### src/rtl/cr_vec_pkg.sv
// Shared types and constants for the control-register / PC unit.
package cr_vec_pkg;

  typedef enum logic [1:0] {
    FETCH   = 2'd0,
    EXEC    = 2'd1,
    MEMWAIT = 2'd2,
    IRQ     = 2'd3
  } state_e;

  localparam logic [2:0] CR_STATUS = 3'd0;
  localparam logic [2:0] CR_IMASK  = 3'd1;
  localparam logic [2:0] CR_IPEND  = 3'd2;
  localparam logic [2:0] CR_EPC    = 3'd3;
  localparam logic [2:0] CR_PC     = 3'd4;

  localparam int IE_BIT  = 0;
  localparam int ISR_BIT = 1;

  // Index width covers the maximum of eight interrupt lines.
  localparam int IDX_W = 3;

endpackage

### src/rtl/cr_vec_irq_prio_enc.sv
// Lowest-index-wins priority encoder for the masked interrupt lines.
module irq_prio_enc
  import cr_vec_pkg::*;
#(
  parameter int N = 4
) (
  input  logic [N-1:0]     req,
  output logic             valid,
  output logic [IDX_W-1:0] index,
  output logic [N-1:0]     onehot
);

  // Scan from the top so the lowest set line is the last to overwrite.
  always_comb begin
    valid = 1'b0;
    index = '0;
    for (int i = N - 1; i >= 0; i--) begin
      if (req[i]) begin
        valid = 1'b1;
        index = IDX_W'(i);
      end else begin
        valid = valid;
      end
    end
  end

  // Expand the selected index into a one-hot acknowledge pattern.
  always_comb begin
    if (valid) begin
      onehot = N'(1) << index;
    end else begin
      onehot = '0;
    end
  end

endmodule

### src/rtl/cr_vec.sv
// PC, control-register file and fetch/exec/memwait/irq sequencer with
// vectored, maskable, non-nesting interrupts.
module cr_vec
  import cr_vec_pkg::*;
#(
  parameter int              PC_W      = 16,
  parameter int              N_IRQ     = 4,
  parameter logic [PC_W-1:0] RESET_PC  = '0,
  parameter logic [PC_W-1:0] VEC_BASE  = PC_W'(16'h0010),
  parameter int              VEC_SHIFT = 2
) (
  input  logic             clk,
  input  logic             rst,
  input  logic [N_IRQ-1:0] irq,
  input  logic             mem_read,
  input  logic             mem_write,
  input  logic             mem_ok,
  input  logic             branch,
  input  logic             bra,
  input  logic             jmp,
  input  logic             ret,
  input  logic             apc,
  input  logic [PC_W-1:0]  branch_offset,
  input  logic [PC_W-1:0]  r6_r7_data,
  input  logic [2:0]       selector,
  input  logic             cr_write,
  output logic [PC_W-1:0]  pc_next,
  output logic [PC_W-1:0]  cr_data,
  output logic             main_state,
  output logic [N_IRQ-1:0] irq_ack,
  output logic             irq_active
);

  state_e            state_r, state_nxt_s;
  logic [PC_W-1:0]   pc_r, pc_nxt_s, epc_r, epc_nxt_s;
  logic [PC_W-1:0]   pc_inc_s, target_s, vec_addr_s;
  logic [N_IRQ-1:0]  imask_r, imask_nxt_s, ipend_s;
  logic [N_IRQ-1:0]  ack_r, ack_nxt_s, pend_onehot_s;
  logic [1:0]        status_r, status_nxt_s, status_commit_s;
  logic              main_state_r;
  logic              pend_valid_s;
  logic [IDX_W-1:0]  pend_idx_s;
  logic              active_s, commit_s, take_irq_s, mem_s;

  assign ipend_s     = irq & imask_r;
  assign pc_inc_s    = pc_r + PC_W'(1);
  assign vec_addr_s  = VEC_BASE + (PC_W'(pend_idx_s) << VEC_SHIFT);
  assign active_s    = (state_r == EXEC) || (state_r == MEMWAIT);
  assign mem_s       = mem_read | mem_write;

  irq_prio_enc #(.N(N_IRQ)) u_prio (
    .req    (ipend_s),
    .valid  (pend_valid_s),
    .index  (pend_idx_s),
    .onehot (pend_onehot_s)
  );

  // Commit happens in EXEC without a stall, or in MEMWAIT once mem_ok arrives.
  always_comb begin
    case (state_r)
      EXEC:    commit_s = !(mem_s && !mem_ok);
      MEMWAIT: commit_s = mem_ok;
      default: commit_s = 1'b0;
    endcase
  end

  // Next-PC priority: ret > jmp > taken branch > sequential.
  always_comb begin
    if (ret) begin
      target_s = epc_r;
    end else if (jmp) begin
      target_s = r6_r7_data;
    end else if (bra && branch) begin
      target_s = pc_r + branch_offset;
    end else begin
      target_s = pc_inc_s;
    end
  end

  // STATUS as it would be after this commit; the IRQ decision looks at it so
  // a ret with a pending line enters the handler back-to-back.
  always_comb begin
    status_commit_s = status_r;
    if (cr_write && (selector == CR_STATUS)) begin
      status_commit_s = r6_r7_data[1:0];
    end else begin
      status_commit_s = status_r;
    end
    if (ret) begin
      status_commit_s[IE_BIT]  = 1'b1;
      status_commit_s[ISR_BIT] = 1'b0;
    end else begin
      status_commit_s = status_commit_s;
    end
  end

  assign take_irq_s = commit_s && status_commit_s[IE_BIT]
                    && !status_commit_s[ISR_BIT] && pend_valid_s;

  // Sequencer and register-file next values; IRQ entry overrides CR writes.
  always_comb begin
    state_nxt_s  = state_r;
    pc_nxt_s     = pc_r;
    epc_nxt_s    = epc_r;
    imask_nxt_s  = imask_r;
    status_nxt_s = status_r;
    ack_nxt_s    = '0;
    case (state_r)
      FETCH: begin
        state_nxt_s = EXEC;
      end
      EXEC, MEMWAIT: begin
        if (commit_s) begin
          pc_nxt_s     = target_s;
          status_nxt_s = status_commit_s;
          if (cr_write && (selector == CR_IMASK)) begin
            imask_nxt_s = r6_r7_data[N_IRQ-1:0];
          end else begin
            imask_nxt_s = imask_r;
          end
          if (cr_write && (selector == CR_EPC)) begin
            epc_nxt_s = r6_r7_data;
          end else begin
            epc_nxt_s = epc_r;
          end
          if (take_irq_s) begin
            epc_nxt_s             = target_s;
            pc_nxt_s              = vec_addr_s;
            status_nxt_s[IE_BIT]  = 1'b0;
            status_nxt_s[ISR_BIT] = 1'b1;
            ack_nxt_s             = pend_onehot_s;
            state_nxt_s           = IRQ;
          end else begin
            state_nxt_s = FETCH;
          end
        end else begin
          state_nxt_s = MEMWAIT;
        end
      end
      IRQ: begin
        state_nxt_s = FETCH;
      end
      default: begin
        state_nxt_s = FETCH;
      end
    endcase
  end

  // Architectural state and registered outputs.
  always_ff @(posedge clk or negedge rst) begin
    if (!rst) begin
      state_r      <= FETCH;
      pc_r         <= RESET_PC;
      epc_r        <= '0;
      imask_r      <= '0;
      status_r     <= 2'b00;
      ack_r        <= '0;
      main_state_r <= 1'b0;
    end else begin
      state_r      <= state_nxt_s;
      pc_r         <= pc_nxt_s;
      epc_r        <= epc_nxt_s;
      imask_r      <= imask_nxt_s;
      status_r     <= status_nxt_s;
      ack_r        <= ack_nxt_s;
      main_state_r <= (state_nxt_s == EXEC);
    end
  end

  // CR read mux; apc overrides the selector with the link value.
  always_comb begin
    if (apc && active_s) begin
      cr_data = pc_inc_s;
    end else begin
      case (selector)
        CR_STATUS: cr_data = {{(PC_W-2){1'b0}}, status_r};
        CR_IMASK:  cr_data = PC_W'(imask_r);
        CR_IPEND:  cr_data = PC_W'(ipend_s);
        CR_EPC:    cr_data = epc_r;
        CR_PC:     cr_data = pc_r;
        default:   cr_data = '0;
      endcase
    end
  end

  assign pc_next    = pc_r;
  assign main_state = main_state_r;
  assign irq_ack    = ack_r;
  assign irq_active = status_r[ISR_BIT];

endmodule

### config.mk
export PLATFORM = sky130hd
export DESIGN_NAME = cr_vec
export DESIGN_NICKNAME = d
export VERILOG_FILES = /design/src/rtl/cr_vec_pkg.sv /design/src/rtl/cr_vec_irq_prio_enc.sv /design/src/rtl/cr_vec.sv
export SDC_FILE = /design/constraint.sdc
export NUM_CORES = 1
export LEC_CHECK = 0
export BUFFER_PORTS_ARGS = -buffer_cell sky130_fd_sc_hd__buf_2
export CAP_MARGIN = 20
export CORE_MARGIN = 5
export CORE_UTILIZATION = 45
export CTS_CLUSTER_DIAMETER = 100
export DETAILED_ROUTE_END_ITERATION = 16
export GPL_ROUTABILITY_DRIVEN = 0
export PLACE_DENSITY = 0.68
export SLEW_MARGIN = 25
export SYNTH_ARGS = -nofsm -noshare
export SYNTH_HDL_FRONTEND = slang
export SYNTH_SLANG_ARGS = --single-unit
### constraint.sdc
create_clock -name clk -period 2.6 [get_ports clk]
set_input_delay 0.26 -clock clk [delete_from_list [all_inputs] [get_ports clk]]
set_output_delay 0.26 -clock clk [all_outputs]
set_load 0.005 [all_outputs]
==> run summary <==
* register to output pin — critical path class
* completed — outcome
* output pin — kind of end point of the critical path
* 26 — maximum number of pins on one net before global-route repair
* 5 — TritonCTS buffer count
* 26.9% — sequential share of the synthesized area
* epc_r[9]$_DFFE_PN0P_ — RR Endpoint
* 9.35 ps — Worst Clk Skew
* 0 — DRC violations left
* 2340 ps — endpoint required time on the critical path
* 120 ps — Final WS setup
* 15000 µm — Detailed Route WL
* 87 — number of port buffers
* cr_data[14] — worst setup path end
* 0 — count of yosys warnings during synthesis
* 107 µm — DIE WIDTH
* 82 — Synth cell types
* 56.7% — relative slew slack
* 4190 µm² — synthesized cell area
* register — CP startpoint kind
* 95.4% — share of the cycle needed by the critical path after routing
* 310 ps — clock latency at the later pin of the worst-skew pair
* 0 — number of antenna repair diodes
* 26.9% — share of the synthesized area in the top cell type
* 0 — number of violations of the max-capacitance limit
* 11 — Worst Path Max Fanout
* dfrtp_1, nand2_1, ha_1, o21ai_0, a21oi_1 — cell types occupying the most area after synthesis
* 100 ps — clock input transition at the sequential cells of the worst setup and hold paths
* 0 — antenna viol nets, final
* 19.9% — synthesis-to-layout area growth
* 45 — total of flip-flops plus latches after synthesis
* 11300 µm² — full die area
* pc_next[4]$_DFFE_PN0P_ — Reg2Reg Launch Point
* 0 ps — setup_tns
* 0 — buffers inserted by post-CTS timing repair
* clkbuf_8 — root buffer cell
* 4545 — number of global-route vias before repair
* 0 — Final Hold Viols
* 23600 µm — wire length of the first global-routing pass
* 1010 nW/µm² — power density normalized to cell area
* 0 — antenna violations before repair
* 2940 µm² — area of combinational cells with multiple inputs
* 29.1% — compound-gate portion of the synthesized area
* 2220 ps — WP data arrival
* 8.17 µm² — synthesized area per cell
* 107 µm — die outline height
* 26.1% — GRT Resource Usage Total
* 2 — Clock H-tree levels
* dfrtp_1 — primary flip-flop cell chosen by synthesis mapping
* state_r[0]$_DFF_PN0_ — Worst Setup SP
* 496 µV — worst vdd ir
* 45.8% — effective utilization at floorplan
* 338 — Initial DRC Count
* 28.1% — ratio of cells with drive above 1 in the final layout
* nand2_1, o21ai_0, dfrtp_1 — commonest cells in the synthesized netlist
* 0 — count of final setup violators
* 4610 — Via Count
* 403 MHz — highest achievable clock rate
* 2480 ps — final critical path time including I/O delays and setup
* 22.8% — post-synthesis simple-gate area fraction
* 5.37% — proportion of synthesized area in mux cells
* 100% — share of async-settable or async-resettable flops after synthesis
* 881 — fillers
* 7 — worst r2r path cells
* primary input to register — type of the most critical hold path
* 2.27 nW — leakage component of the power
* nand2_1 — most instantiated library cell after synthesis
* 647 ps — slew at the pin with the worst max-slew slack
* 9150 µm² — Floorplan Core Area
* 45 — number of clock sinks seen by CTS
* 680 — post-layout net count
* 224 ps — tightest hold margin
* 1130 µm² — Sequential cell area
* dfrtp_1 — post-synthesis cell type with the largest combined area
* 11400 µm — half-perimeter wire length of the detailed placement result
* 0 — number of flops mapped to enable cells by yosys
* 88 — total I/O pin count
* 5 — Initial DRT Pass Iterations
* 54.9% — end-of-flow core utilization
* 6.75% — Post-Synth Adder-Cell Area
* 140 ps — FF-to-FF setup slack
* 2 — Longest Clk Path Bufs
* 20.8 µm — Wirelength per Cell
* 4.57% — Synth Area in XOR/XNOR
* 6.40 — detailed-route vias per instance
* 585 — post-synth net total
* 0 — GRT Residual Overflow
* compound AO/OA/AOI/OAI gates — main combinational cell family by area after synthesis
* 0 — count of final max-slew check failures
* 513 — gate count after technology mapping
* 35 — number of rows in the core area
* 30.7 ps — Place WS
* done — clock tree from TritonCTS
## cell usage in the layout (no fill, tap or decap), types with 3 or more instances in the layout
| cell type | instances |
|---|---|
| a21o_1 | 3 |
| a21oi_1 | 37 |
| a221o_1 | 6 |
| a22o_1 | 6 |
| a22oi_1 | 4 |
| a22oi_2 | 7 |
| a31oi_1 | 6 |
| and2_1 | 5 |
| and3_1 | 3 |
| buf_2 | 87 |
| buf_4 | 27 |
| clkbuf_8 | 5 |
| dfrtp_1 | 45 |
| ha_1 | 20 |
| inv_1 | 10 |
| mux2_2 | 12 |
| mux2i_1 | 9 |
| nand2_1 | 72 |
| nand2b_1 | 7 |
| nand3_1 | 12 |
| nand4_1 | 6 |
| nor2_1 | 30 |
| nor3_1 | 7 |
| nor3b_1 | 4 |
| o211ai_1 | 10 |
| o21a_1 | 3 |
| o21ai_0 | 49 |
| o21ai_1 | 9 |
| o221ai_1 | 5 |
| o22ai_1 | 10 |
| or4_1 | 4 |
| xnor2_1 | 15 |
| xor2_1 | 5 |
## state kept, by name, summed over array words and instances (netlist names)
| signal | flops |
|---|---|
| epc_r | 16 |
| imask_r | 4 |
| irq_ack | 4 |
| main_state | 1 |
| pc_next | 16 |
| state_r | 2 |
| status_r | 2 |
## stage by stage
stage                     std cells  area [µm²]  power, mW
after floorplan                 513        4190       3.31
after global placement          711        4850       4.38
after detailed placement        711        4850       4.47
after CTS                       720        4960       4.95
after global routing            720        5020       5.44
final                           720        5020       5.06
## power by group
| group | internal, mW | switching, mW | leakage, nW |
|---|---|---|---|
| clock | 0.190 | 0.270 | 0.0374 |
| combinational | 1.37 | 1.93 | 1.66 |
| sequential | 0.984 | 0.311 | 0.570 |
## what timing repair did
item                       in CTS  in global routing
gates cloned                    0                  0
resized for setup               2                 14
pin swaps                       0                  1
hold buffers                    1                  0
hold endpoints to repair       20                  0
setup endpoints to repair      10                 18
## worst max-delay path, stage by stage, from the launching register on
cell and delay (ps):
dfrtp_1 390, inv_1 100, ha_1 410, nand2_2 170, nand3_4 220, o21ai_0 120
a221o_1 350, buf_2 140
## layout make-up
class	count	area share, %
Clock inverter	2	0.299
Tap cell	111	2.76
Timing Repair Buffer	117	13.5
Sequential cell	45	22.4
Inverter	13	0.971
Multi-Input combinational cell	426	58.6
Clock buffer	6	1.44
## how the worst min path moves through the flow
stage / start / to / slack [ps] / depth (start not counted)
detailed placement: rst / irq_ack[1]$_DFF_PN0_ / 270 / 1
CTS: r6_r7_data[15] / epc_r[15]$_DFFE_PN0P_ / 220 / 3
global placement: rst / irq_ack[1]$_DFF_PN0_ / 260 / 1
global route: r6_r7_data[7] / epc_r[7]$_DFFE_PN0P_ / 240 / 3
floorplan: rst / epc_r[0]$_DFFE_PN0P_ / -40 / 0
finish: r6_r7_data[15] / epc_r[15]$_DFFE_PN0P_ / 220 / 3
## logic make-up after synthesis
family | after synthesis
flops | 45
mux | 21
simple gates | 181
buf+inv | 42
fa+ha+maj | 22
compound gates | 181
xor+xnor | 21
## per-layer routing
layer,wire length (µm),part of all wire (%),GRT usage (%)
met5,0,0,0
met4,603,4.0,11.4
met3,1430,9.5,4.25
met2,6780,45,41.5
met1,6160,41,34.9
(Power assumes the default switching activity.)
